File: config.mk
export PLATFORM = sky130hd
export DESIGN_NAME = mult_rr_scheduler
export DESIGN_NICKNAME = d
export VERILOG_FILES = /design/src/rtl/mult_sched_pkg.sv /design/src/rtl/rr_arbiter.sv /design/src/rtl/mult_rr_scheduler.sv
export SDC_FILE = /design/constraint.sdc
export NUM_CORES = 1
export LEC_CHECK = 0
export CAP_MARGIN = 20
export CORE_ASPECT_RATIO = 0.5
export CORE_MARGIN = 2
export CORE_UTILIZATION = 41
export CTS_BUF_LIST = sky130_fd_sc_hd__clkbuf_4 sky130_fd_sc_hd__clkbuf_8
export CTS_CLUSTER_DIAMETER = 40
export DETAILED_ROUTE_END_ITERATION = 12
export PLACE_DENSITY = 0.84
export SETUP_SLACK_MARGIN = 0.02
export SYNTH_ARGS = -nofsm -noshare
export SYNTH_HDL_FRONTEND = slang
export SYNTH_SLANG_ARGS = --single-unit
File: constraint.sdc
create_clock -name i_clk -period 2.2 [get_ports i_clk]
set_clock_uncertainty 0.1 [all_clocks]
set_input_delay 0.33 -clock i_clk [delete_from_list [all_inputs] [get_ports i_clk]]
set_output_delay 0.33 -clock i_clk [all_outputs]
set_load 0.05 [all_outputs]
File: src/rtl/mult_sched_pkg.sv
// Shared types, constants and the round-robin search helper for the
// multiplier scheduler.
package mult_sched_pkg;

  // Default configuration of the scheduler.
  localparam int MS_NREQ  = 4;
  localparam int MS_WIDTH = 8;
  localparam int ID_W     = $clog2(MS_NREQ);

  // Widest requester set the search helper handles, and its index width.
  localparam int NREQ_MAX = 8;
  localparam int PICK_W   = 3;

  // One operand-stage entry in the default configuration.
  typedef struct packed {
    logic [MS_WIDTH-1:0] m;
    logic [MS_WIDTH-1:0] q;
    logic [ID_W-1:0]     id;
  } op_t;

  // Round-robin search: start at ptr+1 (mod nreq) and return the first
  // requester with its valid bit set.
  // Result layout: {found, idx}.
  // Bits of valid at or above nreq are ignored.
  function automatic logic [PICK_W:0] rr_pick(input logic [NREQ_MAX-1:0] valid,
                                              input logic [PICK_W-1:0]   ptr,
                                              input int                  nreq);
    logic              found;
    logic [PICK_W-1:0] idx;
    int                cand;
    found = 1'b0;
    idx   = '0;
    for (int k = 1; k <= NREQ_MAX; k++) begin
      cand = (int'(ptr) + k) % nreq;
      if (!found && (k <= nreq) && valid[cand[PICK_W-1:0]]) begin
        found = 1'b1;
        idx   = cand[PICK_W-1:0];
      end
    end
    return {found, idx};
  endfunction

endpackage

File: src/rtl/rr_arbiter.sv
// Purely combinational round-robin arbiter.
// The pointer register lives in the parent; this block only searches
// i_valid starting one past i_ptr.
module rr_arbiter
  import mult_sched_pkg::*;
#(
  parameter  int NREQ  = 4,
  localparam int IDX_W = $clog2(NREQ)
) (
  input  logic [NREQ-1:0]  i_valid,
  input  logic [IDX_W-1:0] i_ptr,
  output logic             o_found,
  output logic [IDX_W-1:0] o_grant_idx
);

  logic [NREQ_MAX-1:0] valid_ext;
  logic [PICK_W:0]     pick;

  // Widen to the helper's fixed size, search, then narrow the index back.
  always_comb begin
    valid_ext             = '0;
    valid_ext[NREQ-1:0]   = i_valid;
    pick                  = rr_pick(valid_ext, PICK_W'(i_ptr), NREQ);
    o_found               = pick[PICK_W];
    o_grant_idx           = IDX_W'(pick[PICK_W-1:0]);
  end

endmodule

File: src/rtl/mult_rr_scheduler.sv
// Round-robin scheduler that shares one combinational multiplier among
// NREQ requesters.
// Pipeline:
//   S1 - operand registers plus requester id; these drive the multiplier.
//   S2 - result register, presented as the response.
//
// Handshake semantics (all ports):
//   A transfer happens on a rising edge where valid & ready are both high.
//   Requesters must hold their operands stable while valid & ~ready.
//   A requester may drop valid before it sees ready; nothing happens then.
//   Ready never depends on anything registered downstream other than the
//   S1/S2 occupancy, so there is no combinational valid->ready->valid loop.
module mult_rr_scheduler
  import mult_sched_pkg::*;
#(
  parameter  int NREQ  = MS_NREQ,
  parameter  int WIDTH = MS_WIDTH,
  localparam int IDX_W = $clog2(NREQ)
) (
  input  logic                  i_clk,
  input  logic                  i_rst_n,
  input  logic [NREQ-1:0]       i_req_valid,
  input  logic [NREQ*WIDTH-1:0] i_req_m,
  input  logic [NREQ*WIDTH-1:0] i_req_q,
  output logic [NREQ-1:0]       o_req_ready,
  output logic [WIDTH-1:0]      o_mul_m,
  output logic [WIDTH-1:0]      o_mul_q,
  input  logic [2*WIDTH-1:0]    i_mul_p,
  output logic                  o_rsp_valid,
  output logic [IDX_W-1:0]      o_rsp_id,
  output logic [2*WIDTH-1:0]    o_rsp_p,
  input  logic                  i_rsp_ready,
  output logic                  o_busy
);

  // Operand-stage entry sized for this instance.
  typedef struct packed {
    logic [WIDTH-1:0] m;
    logic [WIDTH-1:0] q;
    logic [IDX_W-1:0] id;
  } s1_t;

  s1_t              s1;
  logic             s1_valid;
  logic [IDX_W-1:0] ptr;

  logic             found;
  logic [IDX_W-1:0] grant_idx;
  logic             s2_adv;
  logic             s1_adv;
  logic             accept;
  s1_t              accept_op;

  rr_arbiter #(
    .NREQ(NREQ)
  ) u_arb (
    .i_valid    (i_req_valid),
    .i_ptr      (ptr),
    .o_found    (found),
    .o_grant_idx(grant_idx)
  );

  // Stage-advance conditions and the grant.
  // Ready is also held low while reset is asserted, so every output reads
  // 0 during reset.
  always_comb begin
    s2_adv       = ~o_rsp_valid | i_rsp_ready;
    s1_adv       = ~s1_valid | s2_adv;
    accept       = found & s1_adv & i_rst_n;
    o_req_ready  = accept ? (NREQ'(1'b1) << grant_idx) : '0;
    accept_op.m  = i_req_m[grant_idx*WIDTH +: WIDTH];
    accept_op.q  = i_req_q[grant_idx*WIDTH +: WIDTH];
    accept_op.id = grant_idx;
  end

  // S1: capture the granted operands and advance the round-robin pointer.
  // The pointer moves only on an accept, so an idle requester cannot
  // stall the rotation.
  always_ff @(posedge i_clk or negedge i_rst_n) begin
    if (!i_rst_n) begin
      s1       <= '0;
      s1_valid <= 1'b0;
      ptr      <= IDX_W'(NREQ - 1);
    end else if (accept) begin
      s1       <= accept_op;
      s1_valid <= 1'b1;
      ptr      <= grant_idx;
    end else if (s1_adv) begin
      s1_valid <= 1'b0;
    end
  end

  // S2: latch the multiplier output whenever the result register may advance.
  always_ff @(posedge i_clk or negedge i_rst_n) begin
    if (!i_rst_n) begin
      o_rsp_valid <= 1'b0;
      o_rsp_p     <= '0;
      o_rsp_id    <= '0;
    end else if (s2_adv) begin
      o_rsp_valid <= s1_valid;
      o_rsp_p     <= i_mul_p;
      o_rsp_id    <= s1.id;
    end
  end

  // Operand registers drive the external multiplier directly.
  always_comb begin
    o_mul_m = s1.m;
    o_mul_q = s1.q;
    o_busy  = s1_valid | o_rsp_valid;
  end

endmodule
======== Word-level counts from Yosys, hierarchy flattened ========
Index checks and enable logic that the tools add are counted.
word-level totals
  register bits ........................... 40
  bits of input ports ..................... 87
  output and inout bits ................... 40
  logic and storage cells ................. 60
operators by class
  add/subtract/negate cells ............... 4
  magnitude comparators ................... 4
  shift-type cells ........................ 3
  mux-type cells .......................... 19
  bitwise gates (word level) .............. 11
  reduce and logical (&&, ||, !) cells .... 11
operators with widths
  kind                                                 number
  indexed part select 32 x 6 -> 8 bit                  2
  < comparator 3 x 4 -> 1 bit (second input constant)  4
  binary-select mux 1 bit (select 3 bit)               4
  two-way mux 1 bit                                    10
  two-way mux 2 bit                                    4
  OR reduction 2 bit                                   4
  adder 2 x 1 -> 2 bit (second input constant)         2
  adder 2 bit (second input constant)                  2
  AND 1 bit (first input constant)                     4
  two-way mux 4 bit                                    1
  left shift 1 x 2 -> 4 bit (first input constant)     1
  logical AND 1 bit                                    3
  zero test 1 bit                                      3
  OR 1 bit                                             3
  AND 1 bit                                            2
  NOT 1 bit                                            2
  nonzero test 2 bit                                   1

======== Longest topological paths before layout ========
Gate-level depths: netlist (run 1).
  word-level depth ........................ 18
  depth in mapped cells ................... 7
  gate-level depth less buffers ........... 5

======== Cells and area by module ========
From an unflattened synthesis (run 1), not the netlist that was laid out.
unflattened totals
  cell total of the unflattened synthesis .. 144
  area, all modules ....................... 2180.8 sq um
modules (own cells, without submodules)
  module             instances  cells each  area each (sq um)
  mult_rr_scheduler  1          130         2089.5
  rr_arbiter         1          14          91.3

======== Least setup slack after synthesis (run 1) ========
OpenSTA, ideal clock, no wires.
  kind .................................... reg2out
  from .................................... reg o_rsp_valid
  to ...................................... out o_req_ready[0]
  arrival ................................. 2071 ps
  path slack .............................. -301 ps
  stages on the path, launching flop included .. 7
  path buffers ............................ 2
  cell sequence ........................... dfrtp_1 nand3b_1 nor2b_1 buf_2 o21ai_4 buf_4 nor2_1
on the way
  word-level cells in the longest chain between the ends .. 6
RTL lines
  what                     line                      text
  start, declared          mult_rr_scheduler.sv:29   output logic o_rsp_valid,
  start signal, assigned   mult_rr_scheduler.sv:100  o_rsp_valid <= s1_valid;
  NOT 1 bit                mult_rr_scheduler.sv:67   s2_adv = ~o_rsp_valid | i_rsp_ready;
  OR 1 bit                 mult_rr_scheduler.sv:67
  OR 1 bit                 mult_rr_scheduler.sv:68   s1_adv = ~s1_valid | s2_adv;
  AND 1 bit (2 in series)  mult_rr_scheduler.sv:69   accept = found & s1_adv & i_rst_n;
  two-way mux 4 bit        mult_rr_scheduler.sv:70   o_req_ready = accept ? (NREQ'(1'b1) << grant_idx) : '0;
  end, declared            mult_rr_scheduler.sv:25   output logic [NREQ-1:0] o_req_ready,
Every way passes these cells.

======== Worst setup path in the final report (run 1) ========
  from .................................... in i_req_valid[3]
  to ...................................... out o_req_ready[3]
on the way
  word-level cells in the longest chain between the ends .. 15
  elaborated cells on any way between the ends .. 26
  those cells by class .................... shift: 1; mux: 17; bitwise: 2; reduce/logical: 6
RTL lines
  what                                     line                     text
  start, declared                          mult_rr_scheduler.sv:22  input logic [NREQ-1:0] i_req_valid,
  binary-select mux 1 bit (select 3 bit)   mult_sched_pkg.sv:35     if (!found && (k <= nreq) && valid[cand[PICK_W-1:0]]) begin
  two-way mux 1 bit (not written as such)  mult_sched_pkg.sv:35
  two-way mux 1 bit                        mult_sched_pkg.sv:35
  zero test 1 bit                          mult_sched_pkg.sv:35
  logical AND 1 bit                        mult_sched_pkg.sv:35
  two-way mux 1 bit                        mult_sched_pkg.sv:35
  zero test 1 bit                          mult_sched_pkg.sv:35
  logical AND 1 bit                        mult_sched_pkg.sv:35
  two-way mux 1 bit                        mult_sched_pkg.sv:35
  zero test 1 bit                          mult_sched_pkg.sv:35
  logical AND 1 bit                        mult_sched_pkg.sv:35
  two-way mux 1 bit                        mult_sched_pkg.sv:35
  AND 1 bit (2 in series)                  mult_rr_scheduler.sv:69
  two-way mux 4 bit (*)                    mult_rr_scheduler.sv:70
Every way passes the cells marked *; elsewhere a longest branch is shown, timed or not. The select of a mux whose other input is x is not followed.

==> reports/metrics.sh, run 1 <==
STATUS='completed'
GRT_SETUP_UNREPAIRED='yes'
MAX_SLEW_MARGIN=0.6413
REMAINING_DRCS=0
SYN-INSTANCE-COUNT=218
NUMPLACEDINSTANCES=403
HOLD_VIOL=0
PLACEMENTROWS=19
VIAS_IN_THE_FIRST_GLOBAL_ROUTE=2359
ANTENNA_FOUND_INITIAL=0
CLK_PIN_SLEW_NS=0.08
LAYOUTNONFILLERINSTCOUNT=418
FINAL_CRITICAL_PATH_SETUP_SLACK_NS=0.05054
SYNTH-EDFF-COUNT=0
CP_DATA_ARRIVAL_TIME_NS=1.72
PER_INSTANCE_AVERAGE_AREA_AFTER_SYNTHESIS_SQ_UM=11.25
CLK_ROOT_BUFFER_CELL='clkbuf_8'
REGISTER_AREA_SQ_UM=1003
WORST_SLEW_PIN_SLEW_NS=0.5363
HTREEDEPTH=2
NUMCTSBUFFERS=5
ENDPOINT_KIND='output port'
PERIOD_MINUS_WS_FINAL_NS=2.149
SYNTH_AREA_LEADER_CELL='dfrtp_1'
SETUP-VIOLATIONS-FINAL=0
MAX_STAGE_DELAY_NS=0.38
NNETSFINAL=431
POST_SYNTHESIS_NET_COUNT=305
TRITONCTS='done'
HOLD_CLASS='input pin to async pin'
FILL_CELLS=392
MULTI_INPUT_AREA_SQ_UM=1286
DETAIL_ROUTE.WL_PER_CELL_UM=17.43
CTS_HOLD_BUF=0
DESIGN.CORE.AREA_SQ_UM=5634
FIRSTDRTPASSITERS=4
TOTAL_OF_FLIP_FLOPS_PLUS_LATCHES_AFTER_SYNTHESIS=40
ROUTED_WL_UM=7286
ROUTED_VIA_DENSITY=5.419
CRITICAL_PATH.STARTPOINT_TYPE='input pin'
WS_PATH_TYPE='input pin to output port'
YOSYS.AREA.TOP_TYPE_SHARE=0.3878
IO_PINS=127
AREA_GROWTH_SYN_TO_LAYOUT_PCT=61.43
PLACE.GP.CONGESTION=0.8720
CRITPATHTOPFAMILY='simple AND/OR/NAND/NOR gates'
DR_TOTAL_VIAS=2265
GRT_REMAINING_OVERFLOW=0
DIODES=0
FINAL_ANTENNA_NET_COUNT=0
PERIOD_UTILISATION_LAYOUT=0.9770
DP_SLACK_NS=-0.1664
VDD_IR_DROP_MAX_mV=0.4218
TIMING.CRITICAL_PATH.SLOWEST_STAGE_CELL='dlygate4sd2_1'
PLACEMENT.IO_BUFFERS=126
SYNTH.AREA.TOP_CELLS='dfrtp_1 (39%), mux2_2 (8.3%), mux2i_1 (6.5%)'
SYN-CELL-AREA_SQ_UM=2452
TOTAL_LEAKAGE_POWER_nW=1.649
CRITICAL_PATH.MAX_FANOUT=6
TIMING.CRITICAL_PATH.REQUIRED_NS=1.77
MAXCAPVIOLCOUNT=0
FRACTION_OF_LAYOUT_INSTANCES_USING_A_DRIVE_STRENGTH_ABOVE_1=0.2986
CRIT_PATH_CELL_TRACE='dlygate4sd2_1 -> or2b_1 -> a21o_1 -> nand3_1 -> and2_4 -> buf_12'
CTS.PATH.MAX_BUFFERS=2
FLOORPLAN_DIE_WIDTH_UM=113.4
CLOCK-SINKS=40
PWR_DENSITY_CELL_nW_PER_UM2=883.4
DRT_FIRST_ITER_VIOLATIONS=81
SYNTH.YOSYS.SEQ_AREA_SHARE=0.4092
SYNTH.DISTINCT_CELLS=37
CLK_LAT_WORST_SKEW_NS=0.29
LARGEST_NET_DEGREE_AT_THE_START_OF_GLOBAL_ROUTING=41
FLIP_FLOP_CELL_WITH_THE_HIGHEST_COUNT_AFTER_SYNTHESIS='dfrtp_1'
DIEAREA_SQ_UM=6653
YOSYSWARNINGCOUNT=0
FIRST_PASS_GRT_WIRE_LENGTH_UM=11500
PLACE_HPWL_UM=5467
INITIAL_UTILIZATION=0.4353
TOTAL_ROUTING_USAGE_REPORTED_BY_GLOBAL_ROUTING=0.2178
CP.BUFFERS_INVERTERS=2
DIE_HEIGHT_UM=58.69
MAXCLOCKFREQUENCY_MHz=465.2
SYNTH_ASYNC_SR_FLOP_SHARE=1.000
FINAL_REPORT_MAX_SLEW_VIOLATION_COUNT=0
HOLD_SLACK_NS=0.03176
-- state kept, by name, indices dropped and copies added, names as in the netlist --
signal,cells
o_mul_q,8
s1_valid,1
o_mul_m,8
ptr,2
o_rsp_id,2
o_rsp_p,16
o_rsp_valid,1
s1,2
-- repair_timing --
action                                  CTS  global route
pin swaps                                 1             5
endpoints found under the setup margin    4             5
setup buffers                             1             6
hold endpoints to repair                  0             0
gates resized for setup                   9             7
-- cell usage after synthesis, types with 2 or more instances --
cell type,count
a21bo_1,3
buf_6,2
nand2_1,12
o211ai_2,11
a211oi_2,10
mux2_2,18
nor2_1,11
dfrtp_1,38
a21bo_2,8
mux2i_1,16
and2_1,2
nor2b_1,2
buf_4,17
a21o_1,3
o31ai_1,11
nand4_1,11
buf_2,3
nand2b_1,4
clkbuf_1,9
o21a_1,2
dfstp_2,2
o31a_1,5
a21oi_1,2
o21ai_0,3
-- path summary, 6_finish.rpt --
check                                   startpoint  cells past startpoint  slack, ns                 endpoint
worst min-delay path                       i_rst_n                      2       0.03  o_rsp_p[15]$_DFFE_PN0P_
max in group asynchronous                  i_rst_n                      2       1.59       ptr[0]$_DFFE_PN1P_
worst min register to register   s1[1]$_DFFE_PN0P_                      1       0.38        s1[1]$_DFFE_PN0P_
worst max-delay path                i_req_valid[3]                      6       0.05           o_req_ready[3]
min in group i_clk                         i_rst_n                      4       0.30     s1_valid$_DFFE_PN0P_
worst max register to register  ptr[0]$_DFFE_PN1P_                      8       0.18   o_mul_m[6]$_DFFE_PN0P_
-- placed cells by master, fill, tap and decap left out, types with 5 or more instances in the layout --
cell,n
mux2i_1,16
o31ai_1,11
o211ai_2,11
nand2_1,12
clkdlybuf4s50_1,116
buf_4,25
a21bo_2,8
mux2_2,18
a211oi_2,10
dfrtp_1,38
nor2_1,8
o31a_1,5
nand4_1,11
clkbuf_8,5
-- routing by layer --
| layer | wire length (um) | track usage | up-vias |
|---|---|---|---|
| met5 | 0 | 0 | - |
| met4 | 153 | 0.07491 | 0 |
| met3 | 381 | 0.04428 | 14 |
| met2 | 3907 | 0.4029 | 93 |
| met1 | 2844 | 0.2591 | 1114 |
| li1 | - | - | 1044 |
-- stage by stage --
step	TNS, ns	area (sq um)	total power [W]	utilization
after floorplan	-0.1453	2459	0.002385	-
after global placement	-1.229	3776	0.002884	0.6702
after detailed placement	-2.165	3776	0.002928	0.6702
after CTS	0	3894	0.003453	0.6911
after global routing	-0.02405	3959	0.003658	0.7026
final	0	3959	0.003497	0.7026
-- report_power, final --
| part | leakage, nW | internal [W] | switching [W] |
|---|---|---|---|
| clock network | 0.0446 | 0.000234 | 0.000270 |
| logic | 1.14 | 0.000820 | 0.00114 |
| registers | 0.467 | 0.000919 | 0.000113 |
-- cell families (layout without fill, tap and decap cells) --
family,after synthesis,in the layout,synth area share
compound gates,62,62,0.2454
buf+inv,33,160,0.08877
flops,40,40,0.4092
mux,34,34,0.1480
simple gates,49,49,0.1087
-- layout make-up --
type                            instances  share of cell area
Timing Repair Buffer                  152              0.3761
Multi-Input combinational cell        145              0.3249
Sequential cell                        40              0.2535
Tap cell                               73             0.02307
Clock buffer                            6             0.01928
Clock inverter                          2            0.003161
No activity file was read; power rests on OpenSTA's default activity.
==> run 2, diff against run 1 <==
- CORE_UTILIZATION: 41 -> 25
- CTS_CLUSTER_DIAMETER: 40 -> 100
- PLACE_DENSITY: 0.84 -> 0.56
==> reports/metrics.sh, run 2 (synthesis gave the netlist of run 1 again) <==
DIODES=0  # unchanged
GRT.BUSIEST_LAYER='met2'
CLK_PIN_SLEW_NS=0.09  # about the same
TIMING.CRITICAL_PATH.REQUIRED_NS=1.77  # about the same
PWR_DENSITY_CELL_nW_PER_UM2=883.0  # about the same
ANTENNA_FOUND_INITIAL=0  # unchanged
FINAL_CELL_MIX='clkdlybuf4s50_1 (116), dfrtp_1 (38), buf_4 (24), mux2_2 (18), mux2i_1 (16)'
GRT_UTIL_MET1=0.1653  # -0.09377
GRT_SETUP_UNREPAIRED='yes'
STDCELL_AREA_SQ_UM=4075  # +2.9%
REMAINING_DRCS=0  # unchanged
CTS_HOLD_BUF=0  # unchanged
IO_PINS=127  # unchanged
SWITCHING_POWER_W=0.001525  # about the same
ROUTED_VIA_DENSITY=4.531  # -16%
PLACEMENT.IO_BUFFERS=126  # unchanged
POWER_FRAC_CLOCK=0.174  # +0.030
DIE_HEIGHT_UM=74.04  # +26%
HTREEDEPTH=2  # unchanged
NUMCTSBUFFERS=5  # unchanged
GRT_REMAINING_OVERFLOW=0  # unchanged
DETAIL_ROUTE.WL_PER_CELL_UM=15.71  # -9.9%
CTS.PATH.MAX_BUFFERS=2  # unchanged
ENDPOINT_KIND='output port'
COMBINATIONALPOWERSHARE=0.539  # -0.022
DR_TOTAL_VIAS=2175  # -4.0%
PLACEMENTROWS=25  # +6
STATUS='completed'
FILL_CELLS=917  # +130%
TOTAL_ROUTING_USAGE_REPORTED_BY_GLOBAL_ROUTING=0.1426  # -0.07519
WS_PATH_TYPE='flop to output port'
AREA_GROWTH_SYN_TO_LAYOUT_PCT=66.17
PERIOD_MINUS_WS_FINAL_NS=2.164  # +0.01457 ns
FINAL.SETUP.TNS_NS=0  # unchanged
MAXCLOCKFREQUENCY_MHz=462.1  # -0.67%
CLOCK-SINKS=40  # unchanged
P_INT_W=0.002074  # +5.1%
INITIAL_UTILIZATION=0.2587  # -0.1765
VIAS_IN_THE_FIRST_GLOBAL_ROUTE=2420  # +2.6%
CRITICAL_PATH.STARTPOINT_TYPE='flop'
MAX_SLEW_MARGIN=0.6481  # +0.006778
HOLD_SLACK_NS=0.03162  # -0.0001473 ns
TOTAL_LEAKAGE_POWER_nW=1.671  # +1.3%
FRACTION_OF_LAYOUT_INSTANCES_USING_A_DRIVE_STRENGTH_ABOVE_1=0.3014  # +0.002899
HOLD_VIOL=0  # unchanged
PERIOD_UTILISATION_LAYOUT=0.9837  # +0.006623
DRT_FIRST_ITER_VIOLATIONS=67  # -17%
DESIGN.CORE.AREA_SQ_UM=9478  # +68%
MOST_FREQUENT_STANDARD_CELL_IN_THE_LAYOUT_EXCLUDING_FILL_AND_TAP_CELLS='clkdlybuf4s50_1'
POST-ROUTE-UTIL=0.4300  # -0.2727
PLACE.GP.CONGESTION=0.8833  # +1.3%
TOP_REGISTER_BY_NUMBER_OF_FLIP_FLOPS='o_rsp_p'
FIRSTDRTPASSITERS=4  # unchanged
P_SEQ_FRAC=0.287  # -0.008
CLK_LAT_WORST_SKEW_NS=0.30  # about the same
LARGEST_NET_DEGREE_AT_THE_START_OF_GLOBAL_ROUTING=41  # unchanged
ROUTED_WL_UM=7542  # +3.5%
CP_DATA_ARRIVAL_TIME_NS=1.73  # about the same
MAXCAPVIOLCOUNT=0  # unchanged
FINAL_ANTENNA_NET_COUNT=0  # unchanged
POSTPLACECELLAREA_SQ_UM=3899  # +3.2%
FLOORPLAN_DIE_WIDTH_UM=144.1  # +27%
VDD_IR_DROP_MAX_mV=0.2891  # -31%
PLACE_HPWL_UM=5853  # +7.0%
CLK_ROOT_BUFFER_CELL='clkbuf_8'
WORST_SLEW_PIN_SLEW_NS=0.5262  # -0.01013 ns
DIEAREA_SQ_UM=10670  # +60%
TRITONCTS='done'
FINAL_REPORT_MAX_SLEW_VIOLATION_COUNT=0  # unchanged
CRITICAL_PATH.MAX_FANOUT=3  # -3
HOLD_CLASS='input pin to async pin'
MAX_REG_FLOPS=16  # unchanged
USE_MET2=0.2646  # -0.1384
MET3_USAGE=0.03284  # -0.01144
NNETSFINAL=431  # unchanged
FIRST_PASS_GRT_WIRE_LENGTH_UM=11760  # +2.3%
SETUP-VIOLATIONS-FINAL=0  # unchanged
SWSHARE=0.4237  # -0.01211
run 2: worst paths after layout:
check | from | end | slack [ns] | cells after the start
min in group i_clk | i_rst_n | s1_valid$_DFFE_PN0P_ | 0.28 | 4
max reg2reg | ptr[0]$_DFFE_PN1P_ | o_mul_q[1]$_DFFE_PN0P_ | 0.17 | 7
max | ptr[0]$_DFFE_PN1P_ | o_req_ready[1] | 0.04 | 7
max in group asynchronous | i_rst_n | ptr[1]$_DFFE_PN1P_ | 1.60 | 2
min | i_rst_n | o_mul_q[3]$_DFFE_PN0P_ | 0.03 | 2
min reg2reg | s1[1]$_DFFE_PN0P_ | s1[1]$_DFFE_PN0P_ | 0.39 | 1
run 2: repair_timing:
action / 4_1_cts / 5_1_grt
buffers inserted: 1 / 1
pin swaps: 4 / 3
hold endpoints to repair: 0 / 0
setup endpoints to repair: 4 / 8
resized for setup: 16 / 3
run 2: final cells by class:
type,count,area (sq um),share of cell area
clock inverters,3,46.29,0.01136
clock buffers,5,68.82,0.01689
repair buffers,152,1496,0.3672
flip-flops and latches,40,1003,0.2462
multi-input cells,145,1291,0.3169
well taps,135,168.9,0.04145
run 2: power groups by stage:
stage / clock [W] / sequential, W / combinational (W)
3_5_place_dp: 0 / 0.00105 / 0.00191
4_1_cts: 0.000659 / 0.00103 / 0.00195
5_1_grt: 0.000695 / 0.00106 / 0.00204
3_3_place_gp: 0 / 0.00104 / 0.00189
6_report: 0.000628 / 0.00103 / 0.00194
2_1_floorplan: 0 / 0.00118 / 0.00120
run 2: routing by layer:
metal  share of wire  vias to the layer above
met4           0.023                        0
li1                -                     1040
met5               0                        -
met2            0.52                       55
met3           0.042                       14
met1            0.42                     1066
run 2: per-stage QoR:
stage                     total power [W]  worst slack [ns]  instances
after floorplan                  0.002385          -0.07263        218
after global placement           0.002932           -0.1333        471
after detailed placement         0.002954           -0.2021        471
after CTS                        0.003641           0.02480        480
after global routing             0.003790          -0.05805        480
final                            0.003598           0.03597        480
run 2: worst max-delay path: stages (launching register included):
cell     delay (ns)
dfstp_2        0.57
buf_6          0.11
nor2b_4        0.04
o21a_1         0.22
nor3_4         0.18
buf_6          0.15
nor2_4         0.04
buf_12         0.15
==> run 3, diff against run 2 <==
==> constraint.sdc (replaced) <==
create_clock -name i_clk -period 2.2 [get_ports i_clk]
set_clock_uncertainty 0.1 [all_clocks]
set_input_delay 0.44 -clock i_clk [delete_from_list [all_inputs] [get_ports i_clk]]
set_output_delay 0.44 -clock i_clk [all_outputs]
set_load 0.05 [all_outputs]
==> reports/metrics.sh, run 3 (synthesis gave the netlist of run 1 again) <==
LARGEST_NET_DEGREE_AT_THE_START_OF_GLOBAL_ROUTING=41  # unchanged
NNETSFINAL=441  # +2.3%
FLOORPLAN_DIE_WIDTH_UM=144.1  # unchanged
GRT_REMAINING_OVERFLOW=0  # unchanged
TIMING.CRITICAL_PATH.REQUIRED_NS=1.66  # -0.11 ns
CLOCK-SINKS=40  # unchanged
GRT_UTIL_MET1=0.1705  # +0.005204
CP.BUFFERS_INVERTERS=2  # -1
MOST_FREQUENT_STANDARD_CELL_IN_THE_LAYOUT_EXCLUDING_FILL_AND_TAP_CELLS='clkdlybuf4s50_1'
CRITICAL_PATH.STARTPOINT_TYPE='flop'
PLACE.GP.CONGESTION=0.7834  # -11%
ROUTED_WL_UM=7808  # +3.5%
DESIGN.CORE.AREA_SQ_UM=9478  # unchanged
FINAL_ANTENNA_NET_COUNT=0  # unchanged
SWSHARE=0.4322  # +0.008536
MAX_STAGE_DELAY_NS=0.58  # about the same
FINAL_CELL_MIX='clkdlybuf4s50_1 (115), dfrtp_1 (37), buf_4 (30), mux2_2 (18), mux2i_1 (15)'
CRIT_PATH_CELL_TRACE='nand2b_4 -> a21o_1 -> nand3_2 -> buf_6 -> nor2_4 -> buf_12'
POWER_FRAC_CLOCK=0.142  # -0.032
INITIAL_UTILIZATION=0.2587  # unchanged
ANTENNA_FOUND_INITIAL=0  # unchanged
WORST_SLEW_PIN_SLEW_NS=0.5287  # +0.002490 ns
FRACTION_OF_LAYOUT_INSTANCES_USING_A_DRIVE_STRENGTH_ABOVE_1=0.3465  # +0.04503
FIRST_PASS_GRT_WIRE_LENGTH_UM=11870  # +1.0%
MET3_USAGE=0.03091  # -0.001932
STATUS='finished with violations'
DRT_FIRST_ITER_VIOLATIONS=70  # +4.5%
COMBINATIONALPOWERSHARE=0.571  # +0.032
DIEAREA_SQ_UM=10670  # unchanged
PLACEMENTROWS=25  # unchanged
USE_MET2=0.2751  # +0.01058
ENDPOINT_KIND='output port'
HTREEDEPTH=2  # unchanged
VIAS_IN_THE_FIRST_GLOBAL_ROUTE=2350  # -2.9%
FILL_CELLS=889  # -3.1%
POSTPLACECELLAREA_SQ_UM=3890  # -0.22%
SETUP-VIOLATIONS-FINAL=2  # +2
DR_TOTAL_VIAS=2189  # +0.64%
P_SEQ_FRAC=0.287  # about the same
WS_PATH_TYPE='flop to output port'
HOLD_CLASS='input pin to async pin'
CTS.PATH.MAX_BUFFERS=2  # unchanged
MAXCLOCKFREQUENCY_MHz=451.2  # -2.4%
MAX_REG_FLOPS=16  # unchanged
CRITPATHTOPFAMILY='flip-flops'
TOP_REGISTER_BY_NUMBER_OF_FLIP_FLOPS='o_rsp_p'
GRT_SETUP_UNREPAIRED='yes'
CLK_PIN_SLEW_NS=0.08  # about the same
MAXCAPVIOLCOUNT=0  # unchanged
TOTAL_ROUTING_USAGE_REPORTED_BY_GLOBAL_ROUTING=0.1446  # +0.002026
HOLD_VIOL=0  # unchanged
REMAINING_DRCS=0  # unchanged
MAX_SLEW_MARGIN=0.6464  # -0.001666
FAILING_CHECKS='setup timing'
LAYOUTNONFILLERINSTCOUNT=490  # +2.1%
ROUTED_VIA_DENSITY=4.467  # -1.4%
DETAIL_ROUTE.WL_PER_CELL_UM=15.93  # +1.4%
CP_DATA_ARRIVAL_TIME_NS=1.68  # -0.05 ns
TRITONCTS='done'
FINAL_REPORT_MAX_SLEW_VIOLATION_COUNT=0  # unchanged
FINAL_CRITICAL_PATH_SETUP_SLACK_NS=-0.01638  # -0.05235 ns
NUMPLACEDINSTANCES=467  # -0.85%
FIRSTDRTPASSITERS=4  # unchanged
DIE_HEIGHT_UM=74.04  # unchanged
IO_PINS=127  # unchanged
PERIOD_MINUS_WS_FINAL_NS=2.216  # +0.05235 ns
HOLD_SLACK_NS=0.1513  # +0.1197 ns
STDCELL_AREA_SQ_UM=4172  # +2.4%
CTS_HOLD_BUF=0  # unchanged
TOTAL_LEAKAGE_POWER_nW=1.718  # +2.8%
PLACE_HPWL_UM=5951  # +1.7%
GRT.BUSIEST_LAYER='met2'
VDD_IR_DROP_MAX_mV=0.2993  # +3.5%
PERIOD_UTILISATION_LAYOUT=1.007  # +0.02379
SWITCHING_POWER_W=0.001550  # +1.7%
TIMING.CRITICAL_PATH.SLOWEST_STAGE_CELL='dfstp_2'
DIODES=0  # unchanged
AREA_GROWTH_SYN_TO_LAYOUT_PCT=70.10
PWR_DENSITY_CELL_nW_PER_UM2=859.8  # -2.6%
CLK_LAT_WORST_SKEW_NS=0.30  # about the same
NUMCTSBUFFERS=5  # unchanged
PLACEMENT.IO_BUFFERS=126  # unchanged
CLK_ROOT_BUFFER_CELL='clkbuf_8'
P_INT_W=0.002036  # -1.8%
CRITICAL_PATH.MAX_FANOUT=3  # unchanged
run 3: layout make-up:
| cell class | count | area, sq um | share of cell area |
|---|---|---|---|
| clock buffers | 6 | 76.32 | 0.01830 |
| clock inverters | 2 | 12.51 | 0.002999 |
| multi-input cells | 145 | 1339 | 0.3209 |
| flip-flops and latches | 40 | 1005 | 0.2409 |
| well taps | 135 | 168.9 | 0.04049 |
| repair buffers | 162 | 1570 | 0.3764 |
run 3: metal layers:
| metal | wire (um) | share of wire | vias up |
|---|---|---|---|
| met5 | 0 | 0 | - |
| li1 | - | - | 1067 |
| met1 | 3201 | 0.41 | 1087 |
| met2 | 4305 | 0.55 | 33 |
| met3 | 260 | 0.033 | 2 |
| met4 | 40 | 0.0051 | 0 |
run 3: repair_timing:
action | CTS | global route
pin swaps | 9 | 7
setup buffers | 8 | 7
resized for setup | 28 | 14
setup endpoints to repair | 9 | 12
run 3: stage by stage:
step	setup slack [ns]	power (W)	TNS, ns	utilization
after floorplan	0.01281	0.002396	0	-
after global placement	-0.3528	0.002928	-4.544	0.4104
after detailed placement	-0.4032	0.002961	-5.908	0.4104
after CTS	-0.04168	0.003568	-0.1442	0.4331
after global routing	-0.08860	0.003780	-0.2837	0.4401
final	-0.01638	0.003587	-0.02426	0.4401
run 3: worst register-to-register path: stages, from the launching register on:
cell      delay (ns)
dfstp_2         0.58
nor2b_4         0.06
o21a_1          0.21
nor3_4          0.20
buf_6           0.13
buf_4           0.11
buf_6           0.19
mux2i_2         0.27
o211ai_2        0.10
run 3: power by group through the flow:
stage	Clock [W]	Sequential, W	Combinational, W
finish	0.000508	0.00103	0.00205
global route	0.000570	0.00106	0.00215
CTS	0.000538	0.00104	0.00199
detailed placement	0	0.00105	0.00191
global placement	0	0.00104	0.00189
floorplan	0	0.00118	0.00121
run 3: final timing paths:
path                                        start                       to  slack (ns)  depth (start not counted)
hold / removal                            i_rst_n     s1_valid$_DFFE_PN0P_        0.15                          2
setup reg to reg               ptr[0]$_DFFE_PN1P_   o_mul_q[0]$_DFFE_PN0P_        0.14                          8
min in group i_clk         o_mul_m[0]$_DFFE_PN0P_   o_mul_m[0]$_DFFE_PN0P_        0.39                          2
setup / recovery               ptr[0]$_DFFE_PN1P_           o_req_ready[0]       -0.02                          6
max in group asynchronous                 i_rst_n  o_rsp_valid$_DFFE_PN0P_        1.47                          2
hold reg to reg            o_mul_m[0]$_DFFE_PN0P_   o_mul_m[0]$_DFFE_PN0P_        0.39                          2
